--- config.mk ---
export PLATFORM = sky130hd
export DESIGN_NAME = bicintp_vcal
export DESIGN_NICKNAME = d
export VERILOG_FILES = /design/src/rtl/bicintp_vcal.sv
export SDC_FILE = /design/constraint.sdc
export NUM_CORES = 1
export LEC_CHECK = 0
export BUFFER_PORTS_ARGS = -buffer_cell sky130_fd_sc_hd__buf_2
export CAP_MARGIN = 20
export CORE_UTILIZATION = 29
export DETAILED_ROUTE_END_ITERATION = 8
export REMOVE_ABC_BUFFERS = 1
export SETUP_SLACK_MARGIN = 0.1
export SYNTH_ARGS = -nofsm -noshare
export SYNTH_HDL_FRONTEND = slang
export SYNTH_SLANG_ARGS = --single-unit
--- constraint.sdc ---
create_clock -name sys_clk -period 11.3 [get_ports sys_clk]
set_input_delay 1.13 -clock sys_clk [delete_from_list [all_inputs] [get_ports sys_clk]]
set_output_delay 1.13 -clock sys_clk [all_outputs]
set_load 0.02 [all_outputs]
--- src/rtl/bicintp_vcal.sv ---
// Vertical 4-tap bicubic filter: multiply, pairwise add, round/clamp, with a
// per-frame saturation counter. All three stages stall together on backpressure.
module bicintp_vcal #(
    parameter int PIX_W = 8,
    parameter int WT_W  = 8,
    parameter int SHIFT = 7
) (
    input  logic             sys_clk,
    input  logic             sys_rst,
    input  logic             i_vld,
    output logic             i_rdy,
    input  logic             i_sof,
    input  logic             i_eol,
    input  logic [PIX_W-1:0] pix_0,
    input  logic [PIX_W-1:0] pix_1,
    input  logic [PIX_W-1:0] pix_2,
    input  logic [PIX_W-1:0] pix_3,
    input  logic [WT_W-1:0]  w_y_0,
    input  logic [WT_W-1:0]  w_y_1,
    input  logic [WT_W-1:0]  w_y_2,
    input  logic [WT_W-1:0]  w_y_3,
    output logic             o_vld,
    input  logic             o_rdy,
    output logic [PIX_W-1:0] o_pix,
    output logic             o_sof,
    output logic             o_eol,
    output logic [15:0]      sat_cnt
);

    localparam int P_W = PIX_W + 1 + WT_W;  // zero-extended pixel times signed weight
    localparam int S_W = P_W + 1;
    localparam int T_W = S_W + 1;
    localparam logic signed [T_W-1:0] ROUND = T_W'(2 ** (SHIFT - 1));

    logic                    w_adv;
    logic [PIX_W-1:0]        w_pix  [4];
    logic [WT_W-1:0]         w_wt   [4];
    logic signed [P_W-1:0]   w_prod [4];
    logic signed [S_W-1:0]   w_s01;
    logic signed [S_W-1:0]   w_s23;
    logic signed [T_W-1:0]   w_t;
    logic signed [T_W-1:0]   w_t_rnd;
    logic signed [T_W-1:0]   w_r;
    logic                    w_under;
    logic                    w_over;
    logic                    w_sat;
    logic [PIX_W-1:0]        w_clamp;

    logic                    r_s1_vld;
    logic                    r_s1_sof;
    logic                    r_s1_eol;
    logic signed [P_W-1:0]   r_p [4];
    logic                    r_s2_vld;
    logic                    r_s2_sof;
    logic                    r_s2_eol;
    logic signed [S_W-1:0]   r_s01;
    logic signed [S_W-1:0]   r_s23;

    assign w_adv = o_rdy | ~o_vld;
    assign i_rdy = w_adv;

    assign w_pix[0] = pix_0;
    assign w_pix[1] = pix_1;
    assign w_pix[2] = pix_2;
    assign w_pix[3] = pix_3;
    assign w_wt[0]  = w_y_0;
    assign w_wt[1]  = w_y_1;
    assign w_wt[2]  = w_y_2;
    assign w_wt[3]  = w_y_3;

    // NOTE: every variable written in always_comb gets a default first, so no path can infer a latch.
    always_comb begin
        for (int i = 0; i < 4; i++) begin
            w_prod[i] = '0;
            w_prod[i] = P_W'($signed({1'b0, w_pix[i]})) * P_W'($signed(w_wt[i]));
        end
    end

    assign w_s01   = S_W'(r_p[0]) + S_W'(r_p[1]);
    assign w_s23   = S_W'(r_p[2]) + S_W'(r_p[3]);
    assign w_t     = T_W'(r_s01) + T_W'(r_s23);
    assign w_t_rnd = w_t + ROUND;
    assign w_r     = w_t_rnd >>> SHIFT;

    // Negative results clamp to 0; anything with bits above the pixel range clamps to full scale.
    assign w_under = w_r[T_W-1];
    assign w_over  = ~w_r[T_W-1] & (|w_r[T_W-2:PIX_W]);
    assign w_sat   = w_under | w_over;

    always_comb begin
        w_clamp = w_r[PIX_W-1:0];
        if (w_under) begin
            w_clamp = '0;
        end else if (w_over) begin
            w_clamp = '1;
        end
    end

    // NOTE: sequential state uses non-blocking assignments so every register samples pre-edge values.
    always_ff @(posedge sys_clk) begin
        if (sys_rst) begin
            r_s1_vld <= 1'b0;
            r_s1_sof <= 1'b0;
            r_s1_eol <= 1'b0;
            r_s2_vld <= 1'b0;
            r_s2_sof <= 1'b0;
            r_s2_eol <= 1'b0;
            o_vld    <= 1'b0;
            o_pix    <= '0;
            o_sof    <= 1'b0;
            o_eol    <= 1'b0;
        end else if (w_adv) begin
            r_s1_vld <= i_vld;
            r_s1_sof <= i_vld & i_sof;
            r_s1_eol <= i_vld & i_eol;
            r_s2_vld <= r_s1_vld;
            r_s2_sof <= r_s1_sof;
            r_s2_eol <= r_s1_eol;
            o_vld    <= r_s2_vld;
            o_pix    <= w_clamp;
            o_sof    <= r_s2_sof;
            o_eol    <= r_s2_eol;
        end
    end

    // NOTE: inner datapath registers carry no reset; the valid bits alone decide whether they mean anything.
    always_ff @(posedge sys_clk) begin
        if (w_adv) begin
            for (int i = 0; i < 4; i++) begin
                r_p[i] <= w_prod[i];
            end
            r_s01 <= w_s01;
            r_s23 <= w_s23;
        end
    end

    // A frame start restarts the count with its own clamp event; the count sticks at all-ones.
    always_ff @(posedge sys_clk) begin
        if (sys_rst) begin
            sat_cnt <= '0;
        end else if (w_adv && r_s2_vld) begin
            if (r_s2_sof) begin
                sat_cnt <= {15'd0, w_sat};
            end else if (w_sat && (sat_cnt != 16'hFFFF)) begin
                sat_cnt <= sat_cnt + 16'd1;
            end
        end
    end

endmodule

Word level (Yosys, flattened, before mapping):

Memory sizes are Yosys's and may differ from the RTL's.
Index checks and enable logic that the tools add are counted.

* bits in registers: 69
* bits in writable memories: 68
* input port bits: 70
* output and inout port bits: 28
* logic and storage cells: 42
* memories: 1

Memories
* r_p: depth 4, width 17, rd ports 4, clocked after memory_dff 0, write ports 4, RTL line 52 `logic signed [P_W-1:0] r_p [4];`

* $add $sub $neg: 5
* multipliers: 4
* equal/unequal tests: 1
* mux-type cells: 6
* bitwise operators: 7
* reductions and logical operators: 5

Operators by type and width (number)
* multiplier 9 x 8 -> 17 bit: 4
* adder 17 x 17 -> 18 bit: 2
* 2-to-1 mux 16 bit: 2
* adder 18 x 18 -> 19 bit: 1
* adder 19 x 8 -> 19 bit (second input constant): 1
* adder 16 x 1 -> 16 bit (second input constant): 1
* 2-to-1 mux 8 bit: 2
* inequality test 16 bit (second input constant): 1
* OR reduction 4 bit: 1
* AND 1 bit: 3
* logical AND 1 bit: 2
* 2-to-1 mux 1 bit: 2
* NOT 1 bit: 2
* bitwise OR 1 bit: 2
* AND reduction 2 bit: 1
* nonzero test 2 bit: 1

Longest topological paths before layout:

Gate-level depths: netlist of run 1.

* word-level depth: 8
* mapped depth: 21
* depth with buffers taken out: 21

Worst setup path before layout of run 1:

Ideal clock, no wire load.

* path kind: input to output
* from: input port o_rdy
* to: output port i_rdy
* data arrival time: 4.420 ns
* required time: 10.170 ns
* path slack: 5.750 ns
* stages: 3
* path buffers: 1
* path through: nor2b_1 inv_1 clkbuf_1

* cells in the longest elaborated chain, start to end: 1

Ends and longest elaborated chain
* start, declared: RTL line 23 `input logic o_rdy,`
* bitwise OR 1 bit: RTL line 59 `assign w_adv = o_rdy | ~o_vld;`
* end, declared: RTL line 11 `output logic i_rdy,`

Every way passes these cells.

==> impl_summary.txt, run 1 <==
----------------------------------------------------
[Final layout]
  Storage element area ... 3780 sq um
  Multi-input gate area in the final layout ... 10500 sq um
  N_diodes ... 0
  Share of post-route cells with drive strength above 1 ... 8.56%
  Relative area change from synthesis to final layout ... 12.5%
  # nets final ... 2129
  Finished Cell Area ... 17200 sq um
  Filler cell count ... 5353

[Synth]
  Dominant register cell in the synthesized netlist ... edfxtp_1
  Sequential-to-total area share from yosys stat ... 24.8%
  Mapped cell area ... around 15000 sq um
  Number of distinct library cell variants in the gate-level netlist after synthesis ... 63
  Dominant cell type by area after synthesis ... edfxtp_1
  Proportion of netlist area held by the largest area contributor ... 20.4%
  Dominant combinational cell family by area after synthesis ... adder cells
  Share of synthesized cell area in full adder, half adder and majority cells ... 39.3%
  Ranking of synthesized cells by instance count ... 257 x inv_1, 240 x ha_1, 162 x and2_1
  Most used standard cell by instance count after synthesis ... inv_1
  Multiplexer area fraction after synthesis ... less than 1%
  Cells taking the most area after synthesis ... edfxtp_1 20%, fa_1 20%, ha_1 20%, and2_1 6.6%, inv_1 6.3%
  Post-Synth XOR/XNOR Area ... between 4 and 5%
  Number of warning messages in the yosys log ... 0
  Proportion of synthesized flip-flops having asynchronous set or reset ... 0%
  Number of instances in the synthesized netlist ... around 1600
  Synthesized area per cell ... 9.79 sq um
  Area fraction in compound gates after synthesis ... 8.51%
  Simple-gate area share of the yosys netlist ... 16.6%
  Post-synthesis sequential element count ... roughly 140
  Count of flip-flops with a built-in enable after synthesis ... around 100

[Routing]
  Post-DRT Antenna Nets ... 0
  Remaining design rule violation count ... 0
  Detailed-routing iteration count for the pre-antenna-repair pass ... 5
  Detailed Route WL ... ~31000 um
  Drt wl/cell ... between 10 and 15 um
  1st-iter DRT viols ... a little under 500
  Total via count after detailed routing ... 10800
  Per-cell via count in the routed design ... about 4.6

[CTS]
  Total number of H-tree levels ... 4
  Clock Sink Count ... 137
  Setup bufs post-CTS ... 0
  Longest Clk Path Bufs ... 2
  Clock transition at path regs ... 0.07 ns
  TritonCTS clock tree ... done
  Number of instances resized during post-cts repair ... 0
  Root Driver ... clkbuf_16
  Clock latency of the later-clocked register in the worst-skew pair ... roughly 0.42 ns
  Number of hold buffers added after CTS ... 0
  TritonCTS Buffers ... 17

[Timing]
  Final setup violating endpoints ... 0
  Final Skew ... 0.0135 ns
  Slew Limit Fails ... 0
  Count of final hold-check violations ... 0
  Minimum clock period ... approximately 5.3 ns
  Actual slew at the worst max-slew pin ... 0.909 ns
  Maximum clock rate ... approximately 190 MHz
  Final TNS setup ... 0 ns
  Headroom to the max-slew limit ... 39.4%
  Setup repair after global routing missed its margin ... false
  Portion of the clock cycle consumed by the worst path in the final layout ... 47.0%

[Floorplanning]
  Initial Utilization ... 29.5%
  Height of the chip ... 232 um
  Total I/O pin count ... 98
  Die extent in x ... 232 um
  Area enclosed by the die boundary ... 53600 sq um
  Floorplan Core Area ... 51700 sq um
  Row Count ... 83

[Global route]
  Overall routing resource usage ... 12.1%
  Number of antenna violations at the first check in global routing ... 0
  Remaining global-route overflow ... 0
  Global-route wire length before repair ... 53000 um
  Number of global-route vias before repair ... 11300
  Maximum number of pins on one net before global-route repair ... roughly 70

[Critical path]
  Arrival @ worst endpoint ... around 5.5 ns
  Source of the worst register-to-register timing path ... r_s01[8]
  Kind of start point of the critical path ... primary input
  Flop-to-flop setup slack ... 7.93 ns
  Type of element capturing the critical path ... flip-flop
  Termination of the worst setup path ... r_p[2][16]
  Worst r2r path cells ... 11
  Worst-path maximum fanout ... 8
  Beginning of the critical path ... pix_2[0]
  Data required time at the worst endpoint ... around 11 ns
  Terminus of the critical flop-to-flop path ... sat_cnt[11]
  Crit Path Category ... primary input to flip-flop

[Power and ir drop]
  Internal Pwr Total ... 2.17 mW
  Clock group share of total power ... ~15%
  Share of power burned in registers ... 25.1%
  Combinational group share of total power ... 59.9%
  Static Leakage ... ~8.1 nW
  P_sw ... 1.56 mW
  Ratio of total power to cell area ... 217 nW/um^2
  Switching power share of the total ... 41.9%
  Maximum vdd ir drop ... 0.167 mV

[Placement]
  DPL Wire Length ... 25700 um
  Placed Area ... 16600 sq um
  Final RePlAce weighted congestion ... 0.855
  Port Buf Inserts ... 97

[Job]
  Maximum Capacitance Violations ... 0

[Outcome]
  Status ... finished clean

[Worst hold path]
  Worst hold-check path type ... flip-flop to flip-flop

----------------------------------------------------
==> flip-flops by register name, indices dropped and copies added (netlist names), 8 cells and up <==
register / flops
o_pix: 8
r_p: 68
r_s01: 18
r_s23: 18
sat_cnt: 16
==> power by group through the flow <==
stage               Clock [mW]  Sequential (mW)  Combinational [mW]
floorplan                    0            0.912                1.75
global placement             0            0.948                2.19
detailed placement           0            0.948                2.23
CTS                      0.576            0.939                2.26
global route             0.597            0.952                2.58
finish                   0.561            0.935                2.24
==> metal layers <==
layer	vias to the layer above	wire length (um)	global-route usage [%]
met5	-	0	0
met4	0	359	2.86
met3	25	1070	1.55
met2	158	14700	21.1
met1	5241	14700	15.7
li1	5374	-	-
==> placed cells by master, fill, tap and decap left out, types with 3 or more instances in the layout <==
master / instances
inv_1: 256
ha_1: 240
and2_1: 162
fa_1: 150
nand2_1: 116
nor2_1: 109
edfxtp_1: 104
buf_2: 97
xnor2_1: 62
a21oi_1: 50
o21ai_0: 47
dfxtp_1: 33
nand3_1: 27
nand2b_1: 17
nor3_1: 17
clkbuf_16: 17
nor2b_1: 16
a21o_1: 12
a21boi_0: 12
xor2_1: 11
o21a_1: 11
and3_1: 11
o41ai_1: 9
o22a_1: 8
o211ai_1: 7
a31oi_1: 6
inv_8: 6
o31a_1: 5
o31ai_1: 5
or3_1: 4
o21bai_1: 4
nand4_1: 3
inv_6: 3
clkinvlp_4: 3
==> cell type report <==
class                           instances  share of cell area, %
Multi-Input combinational cell       1157                   61.0
Sequential cell                       137                   22.0
Inverter                              257                   5.63
Tap cell                              680                   4.95
Timing Repair Buffer                   99                   2.91
Clock buffer                           17                   2.48
Clock inverter                         15                  0.998
==> kinds of logic (layout without fill, tap and decap cells) <==
group | after synthesis | after routing
compound gates | 198 | 198
xor+xnor | 73 | 73
fa+ha+maj | 390 | 390
buf+inv | 266 | 388
flops | 137 | 137
mux | 1 | 1
simple gates | 495 | 495
==> stage by stage <==
stage / hold WS (ns) / power, mW / util, % / setup WS (ns) / instances
5_1_grt: 0.472 / 4.13 / 33.2 / 5.65 / 2362
4_1_cts: 0.457 / 3.78 / 33.2 / 6.05 / 2362
6_report: 0.455 / 3.73 / 33.2 / 5.99 / 2362
2_1_floorplan: 0.426 / 2.66 / - / 6.05 / 1551
3_5_place_dp: 0.441 / 3.18 / 32.1 / 5.61 / 2330
3_3_place_gp: 0.439 / 3.14 / 32.1 / 5.68 / 2330
==> how the worst min path moves through the flow <==
stage,startpoint,endpoint,slack [ns],cells past startpoint
2_1_floorplan,r_s1_eol,r_s1_eol,0.43,2
3_3_place_gp,r_s2_eol,r_s2_eol,0.44,2
3_5_place_dp,o_pix[6],o_pix[6],0.44,2
4_1_cts,o_pix[6],o_pix[6],0.46,2
5_1_grt,r_s1_sof,r_s1_sof,0.47,2
6_report,r_s1_vld,r_s1_vld,0.45,2
==> critical path, cell delays in order <==
cell and delay, ns:
buf_2 0.14, nand2b_1 0.17, fa_1 0.51, fa_1 0.55, inv_1 0.06, fa_1 0.52
inv_1 0.05, fa_1 0.53, inv_1 0.04, ha_1 0.32, o21ai_0 0.12, a21boi_0 0.15
o21ai_0 0.22, a21boi_0 0.14, o21ai_0 0.22, a21oi_1 0.13, o41ai_1 0.37, xnor2_1 0.11
Power figures use the tool's default switching activity.
==> inputs of run 2 (changes only) <==
- clock period: 11.3 -> 4.81 ns (I/O delays scaled with it)
==> impl_summary.txt, run 2 (synthesis gave the netlist of run 1 again) <==
----------------------------------------------------
[Outcome]
  Status ... finished clean

[Routing]
  1st-iter DRT viols ... 416 (-16%)
  Detailed Route WL ... 31300 um (+1.7%)
  Remaining design rule violation count ... 0 (unchanged)
  Drt wl/cell ... 12.8 um (-1.9%)
  Total via count after detailed routing ... 11000 (+1.6%)
  Post-DRT Antenna Nets ... 0 (unchanged)
  Detailed-routing iteration count for the pre-antenna-repair pass ... 5 (unchanged)
  Per-cell via count in the routed design ... 4.48 (-2.0%)

[Power and ir drop]
  Maximum vdd ir drop ... 0.414 mV (+150%)
  Ratio of total power to cell area ... 504 nW/um^2 (+130%)
  Power, Total ... 9.01 mW (+140%)
  Static Leakage ... 8.58 nW (+5.8%)

[Critical path]
  Type of element capturing the critical path ... flip-flop
  Data required time at the worst endpoint ... 4.98 ns (-6.49 ns)
  Arrival @ worst endpoint ... 4.63 ns (-0.84 ns)
  Worst-path maximum fanout ... 3 (-5)
  Kind of start point of the critical path ... primary input
  Crit Path Category ... primary input to flip-flop
  Beginning of the critical path ... pix_2[0]
  Worst r2r path cells ... 11 (unchanged)
  Source of the worst register-to-register timing path ... r_s01[10]

[Final layout]
  # nets final ... 2215 (+4.0%)
  Finished Cell Area ... 17900 sq um (+4.1%)
  Filler cell count ... 5249 (-1.9%)
  Top library cells by usage in the layout, fill and taps aside ... 256 x inv_1, 240 x ha_1, 162 x and2_1
  Largest register by flop count ... r_p
  Share of post-route cells with drive strength above 1 ... 13.3% (+4.7 points)
  Relative area change from synthesis to final layout ... 17.0%
  N_diodes ... 0 (unchanged)
  Max FFs per register ... 68 (unchanged)
  Storage element area ... 3780 sq um (unchanged)
  Most common cell after layout, fill and taps aside ... inv_1
  Multi-input gate area in the final layout ... 10500 sq um (+0.36%)
  Registers with the most flip-flops ... r_p x68, r_s01 x18, r_s23 x18

[Timing]
  Final setup violating endpoints ... 0 (unchanged)
  Slew Limit Fails ... 0 (unchanged)
  Portion of the clock cycle consumed by the worst path in the final layout ... 92.6%
  Maximum clock rate ... 224 MHz
  Minimum clock period ... about 4.5 ns
  Count of final hold-check violations ... 0 (unchanged)
  Setup repair after global routing missed its margin ... false
  Final Skew ... 0.0132 ns (-0.000273 ns)
  Headroom to the max-slew limit ... 61.9% (+22 points)
  Hold Worst Slack ... 0.334 ns (-0.121 ns)
  Actual slew at the worst max-slew pin ... 0.566 ns (-0.343 ns)

[CTS]
  Longest Clk Path Bufs ... 2 (unchanged)
  Setup bufs post-CTS ... 0 (unchanged)
  TritonCTS clock tree ... done
  Number of instances resized during post-cts repair ... 0 (unchanged)
  Clock Sink Count ... 137 (unchanged)
  TritonCTS Buffers ... 17 (unchanged)
  Clock transition at path regs ... 0.07 ns (about the same)
  Number of hold buffers added after CTS ... 0 (unchanged)
  Total number of H-tree levels ... 4 (unchanged)
  Root Driver ... clkbuf_16
  Clock latency of the later-clocked register in the worst-skew pair ... 0.42 ns (about the same)

[Global route]
  Remaining global-route overflow ... 0 (unchanged)
  Global-route wire length before repair ... 54000 um (+2.0%)
  Maximum number of pins on one net before global-route repair ... 44 (-39%)
  Overall routing resource usage ... 12.3% (+0.22 points)
  Number of global-route vias before repair ... 11500 (+1.5%)
  Number of antenna violations at the first check in global routing ... 0 (unchanged)

[Job]
  Maximum Capacitance Violations ... 0 (unchanged)

[Worst hold path]
  Launch point of the worst hold path ... i_sof
  Worst hold path depth ... 3 (+1)
  Worst hold-check path type ... primary input to flip-flop

[Floorplanning]
  Floorplan Core Area ... 51700 sq um (unchanged)
  Height of the chip ... 232 um (unchanged)
  Total I/O pin count ... 98 (unchanged)
  Initial Utilization ... 29.5% (unchanged)
  Die extent in x ... 232 um (unchanged)
  Area enclosed by the die boundary ... 53600 sq um (unchanged)
  Row Count ... 83 (unchanged)

[Placement]
  Port Buf Inserts ... 97 (unchanged)
  DPL Wire Length ... 26600 um (+3.6%)
  Placed Area ... 17200 sq um (+3.9%)
  Final RePlAce weighted congestion ... 0.857 (+0.20%)

----------------------------------------------------
-- run 2: worst max-delay path, cell delays in order --
cell	delay (ns)
buf_2	0.11
nand2b_1	0.16
fa_1	0.51
fa_1	0.55
inv_1	0.06
fa_1	0.53
inv_1	0.05
fa_1	0.53
inv_1	0.04
ha_1	0.30
o21ai_0	0.11
a21boi_0	0.24
o21ai_0	0.13
a21boi_1	0.21
o21ai_1	0.10
a21oi_1	0.21
buf_4	0.14
nor2_1	0.04
xnor2_1	0.12
-- run 2: path summary, 6_finish.rpt --
check / to / slack [ns]
max: r_p[2][14] / 0.35
max reg2reg: sat_cnt[11] / 1.50
min: r_s1_sof / 0.33
min reg2reg: r_s2_vld / 0.45
-- run 2: where the power goes --
group | internal (mW) | total, mW | leakage [nW] | switching, mW
logic | 2.57 | 5.49 | 6.91 | 2.92
registers | 2.00 | 2.20 | 1.37 | 0.200
clock network | 0.711 | 1.32 | 0.299 | 0.614
total | 5.28 | 9.01 | 8.58 | 3.73
-- run 2: routing by layer --
metal  routed length [um]  global-route usage, %
met5                    0                      0
met4                  384                   2.86
met3                  949                   1.75
met2                14700                   20.9
met1                15300                   16.3
-- run 2: final cells by class --
cell class,count,area share [%]
multi-input combinational,1157,58.8
sequential,137,21.2
timing repair buffer,185,6.41
inverter,257,5.41
tap,680,4.76
clock buffer,17,2.38
clock inverter,15,1.04
-- run 2: stage by stage --
stage / util (%) / setup slack, ns / instances / setup TNS, ns
floorplan: - / 0.207 / 1551 / 0
global placement: 33.3 / -0.144 / 2416 / -0.394
detailed placement: 33.3 / -0.176 / 2416 / -0.822
CTS: 34.5 / 0.269 / 2448 / 0
global route: 34.6 / 0.0961 / 2448 / 0
finish: 34.6 / 0.354 / 2448 / 0
==> inputs of run 3 (changes only) <==
--- a/config.mk
+++ b/config.mk
@@ -7,4 +7,5 @@
 export LEC_CHECK = 0
+export ABC_AREA = 1
 export BUFFER_PORTS_ARGS = -buffer_cell sky130_fd_sc_hd__buf_2
-export CAP_MARGIN = 20
+export CAP_MARGIN = 30
 export CORE_UTILIZATION = 29
==> constraint.sdc (replaced) <==
create_clock -name sys_clk -period 4.81 [get_ports sys_clk]
set_input_delay 0.2405 -clock sys_clk [delete_from_list [all_inputs] [get_ports sys_clk]]
set_output_delay 0.2405 -clock sys_clk [all_outputs]
set_load 0.02 [all_outputs]
==> impl_summary.txt, run 3 <==
----------------------------------------------------
[Critical path]
  Beginning of the critical path ... w_y_2[7]
  Data required time at the worst endpoint ... 4.98 ns (about the same)
  Type of element capturing the critical path ... flip-flop
  Arrival @ worst endpoint ... 4.52 ns (-0.11 ns)
  Kind of start point of the critical path ... primary input
  Worst-path maximum fanout ... 5 (+2)
  Source of the worst register-to-register timing path ... r_s01[11]
  Crit Path Category ... primary input to flip-flop

[CTS]
  Clock transition at path regs ... 0.07 ns (about the same)
  Longest Clk Path Bufs ... 2 (unchanged)
  TritonCTS clock tree ... done
  Root Driver ... clkbuf_16
  Total number of H-tree levels ... 4 (unchanged)
  Number of instances resized during post-cts repair ... 0 (unchanged)
  Number of hold buffers added after CTS ... 0 (unchanged)
  Clock latency of the later-clocked register in the worst-skew pair ... 0.42 ns (about the same)
  Setup bufs post-CTS ... 0 (unchanged)
  TritonCTS Buffers ... 17 (unchanged)
  Clock Sink Count ... 137 (unchanged)

[Synth]
  Most used standard cell by instance count after synthesis ... inv_1
  Proportion of synthesized flip-flops having asynchronous set or reset ... 0% (unchanged)
  Count of flip-flops with a built-in enable after synthesis ... 104 (unchanged)
  Proportion of netlist area held by the largest area contributor ... 19.2% (-1.2 points)
  Ranking of synthesized cells by instance count ... 450 x inv_1, 420 x nand2_1, 240 x ha_1
  Number of warning messages in the yosys log ... 0 (unchanged)
  Dominant register cell in the synthesized netlist ... edfxtp_1
  Mapped cell area ... 16200 sq um (+6.3%)
  Dominant cell type by area after synthesis ... edfxtp_1
  Number of distinct library cell variants in the gate-level netlist after synthesis ... 44 (-30%)
  Cells taking the most area after synthesis ... edfxtp_1 19%, fa_1 18%, ha_1 18%, inv_1 10%, nand2_1 9.7%
  Sequential-to-total area share from yosys stat ... 23.3% (-1.5 points)
  Synthesized area per cell ... 8.26 sq um (-16%)
  Number of instances in the synthesized netlist ... 1967 (+26%)
  Post-synthesis sequential element count ... 137 (unchanged)

[Timing]
  Actual slew at the worst max-slew pin ... 0.658 ns (+0.0914 ns)
  Hold Worst Slack ... 0.0940 ns (-0.240 ns)
  Count of final hold-check violations ... 0 (unchanged)
  Portion of the clock cycle consumed by the worst path in the final layout ... 90.4% (-2.2 points)
  Final Skew ... 0.0167 ns (+0.00343 ns)
  Final worst setup slack ... 0.462 ns (+0.107 ns)
  Final TNS setup ... 0 ns (unchanged)
  Setup repair after global routing missed its margin ... false
  Headroom to the max-slew limit ... 56.1% (-5.8 points)
  Slew Limit Fails ... 0 (unchanged)
  Final setup violating endpoints ... 0 (unchanged)
  Minimum clock period ... 4.35 ns (-0.107 ns)
  Maximum clock rate ... 230 MHz (+2.5%)

[Routing]
  Detailed-routing iteration count for the pre-antenna-repair pass ... 5 (unchanged)
  Met3 wire len ... 1250 um (+32%)
  1st-iter DRT viols ... 585 (+41%)
  Top routing layer in use ... met5
  Detailed Route WL ... 33300 um (+6.3%)
  Remaining design rule violation count ... 0 (unchanged)
  Metal-1 WL ... 15800 um (+3.3%)
  Total via count after detailed routing ... 12100 (+10%)
  Met2 routed WL ... 15900 um (+8.3%)
  Post-DRT Antenna Nets ... 0 (unchanged)
  Drt wl/cell ... 12.0 um (-6.6%)
  Per-cell via count in the routed design ... 4.34 (-3.2%)

[Placement]
  Port Buf Inserts ... 97 (unchanged)
  Placed Area ... 17500 sq um (+1.3%)
  Final RePlAce weighted congestion ... 0.842 (-1.7%)
  Post-Place Worst Slack ... 0.000114 ns (+0.176 ns)
  Cell total after placement ... 2750 (+14%)
  DPL Wire Length ... 28000 um (+5.2%)

[Floorplanning]
  Row Count ... 86 (+3.6%)
  Initial Utilization ... 29.4% (-0.11 points)
  Die extent in x ... 239 um (+3.1%)
  Floorplan Core Area ... 55200 sq um (+6.7%)
  Total I/O pin count ... 98 (unchanged)
  Height of the chip ... 239 um (+3.1%)
  Area enclosed by the die boundary ... 57000 sq um (+6.3%)

[Final layout]
  Relative area change from synthesis to final layout ... 11.3%
  Largest register by flop count ... r_p
  Finished Cell Area ... 18100 sq um (+1.1%)
  Final instance count without filler cells ... 2784 (+14%)
  Share of post-route cells with drive strength above 1 ... 8.40% (-4.9 points)
  Filler cell count ... 5740 (+9.4%)
  Registers with the most flip-flops ... r_p x68, r_s01 x18, r_s23 x18
  # nets final ... 2482 (+12%)
  Top library cells by usage in the layout, fill and taps aside ... 450 x inv_1, 420 x nand2_1, 240 x ha_1
  Most common cell after layout, fill and taps aside ... inv_1
  Final core utilization ... 32.8% (-1.8 points)
  Max FFs per register ... 68 (unchanged)

[Global route]
  Overall routing resource usage ... 12.3% (+0.030 points)
  Number of global-route vias before repair ... 12700 (+10%)
  Remaining global-route overflow ... 0 (unchanged)
  Global-route wire length before repair ... 58100 um (+7.6%)
  Maximum number of pins on one net before global-route repair ... 78 (+77%)
  Number of antenna violations at the first check in global routing ... 2 (+2)

[Outcome]
  Status ... finished clean

[Power and ir drop]
  Maximum vdd ir drop ... 0.289 mV (-30%)
  Ratio of total power to cell area ... 542 nW/um^2 (+7.5%)
  Power, Total ... 9.80 mW (+8.7%)
  Static Leakage ... 9.91 nW (+15%)

[Worst hold path]
  Worst hold-check path type ... primary input to flip-flop
  Launch point of the worst hold path ... i_eol

[Job]
  Maximum Capacitance Violations ... 0 (unchanged)

----------------------------------------------------
## run 3: cell types whose count changed in the layout (fill, tap and decap cells not counted), moves of 11 or more
cell	delta
nand2b_1	-17
or2_2	+11
nand2_1	+304
and2_1	-161
xnor2_1	-29
a21oi_1	+86
o21a_1	-11
xor2_1	+42
inv_1	+194
buf_4	-78
nand3_1	+14
nor2b_1	-16
nor2_1	-13
## run 3: final timing paths
path / endpoint / slack, ns / cells past startpoint
min reg2reg: r_s1_sof / 0.47 / 2
min: r_s1_eol / 0.09 / 3
max reg2reg: sat_cnt[0] / 1.72 / 17
max: r_p[2][16] / 0.46 / 19
## run 3: layout make-up
class / instances / area (sq um) / share of cell area [%]
Antenna cell: 1 / 2.50 / 0.0138
Clock buffer: 17 / 425 / 2.35
Clock inverter: 15 / 169 / 0.934
Inverter: 455 / 1710 / 9.46
Multi-Input combinational cell: 1303 / 10500 / 57.9
Sequential cell: 137 / 3780 / 20.9
Tap cell: 748 / 936 / 5.18
Timing Repair Buffer: 108 / 588 / 3.25
## run 3: routing by layer
| metal | vias to the layer above | track usage [%] |
|---|---|---|
| met5 | - | 0 |
| met4 | 2 | 2.37 |
| met3 | 21 | 1.86 |
| met2 | 179 | 21.7 |
| met1 | 5660 | 15.9 |
| li1 | 6214 | - |
## run 3: worst max-delay path, cell delays in order
cell	delay (ns)
buf_2	0.10
clkinv_1	0.10
or2_2	0.30
fa_1	0.51
fa_1	0.55
inv_1	0.06
fa_1	0.53
inv_1	0.06
fa_1	0.53
inv_1	0.04
ha_1	0.35
nand2_1	0.07
o21ai_0	0.23
a21oi_1	0.15
o21ai_0	0.32
a21oi_1	0.11
nor2_1	0.10
nor2_1	0.05
xor2_1	0.13
## run 3: cell families (layout without fill, tap and decap cells)
| group | after synthesis | after routing | share of synthesized area [%] |
|---|---|---|---|
| fa+ha+maj | 390 | 390 | 37.0 |
| compound gates | 220 | 220 | 7.35 |
| xor+xnor | 86 | 86 | 4.64 |
| flops | 137 | 137 | 23.3 |
| other cells | 0 | 1 | 0 |
| buf+inv | 527 | 595 | 12.3 |
| simple gates | 607 | 607 | 15.5 |
## run 3: power by group
group	internal (mW)	total (mW)	leakage, nW	switching, mW
Sequential	2.03	2.23	1.38	0.203
Clock	0.743	1.30	0.296	0.560
Combinational	2.49	6.27	8.24	3.78
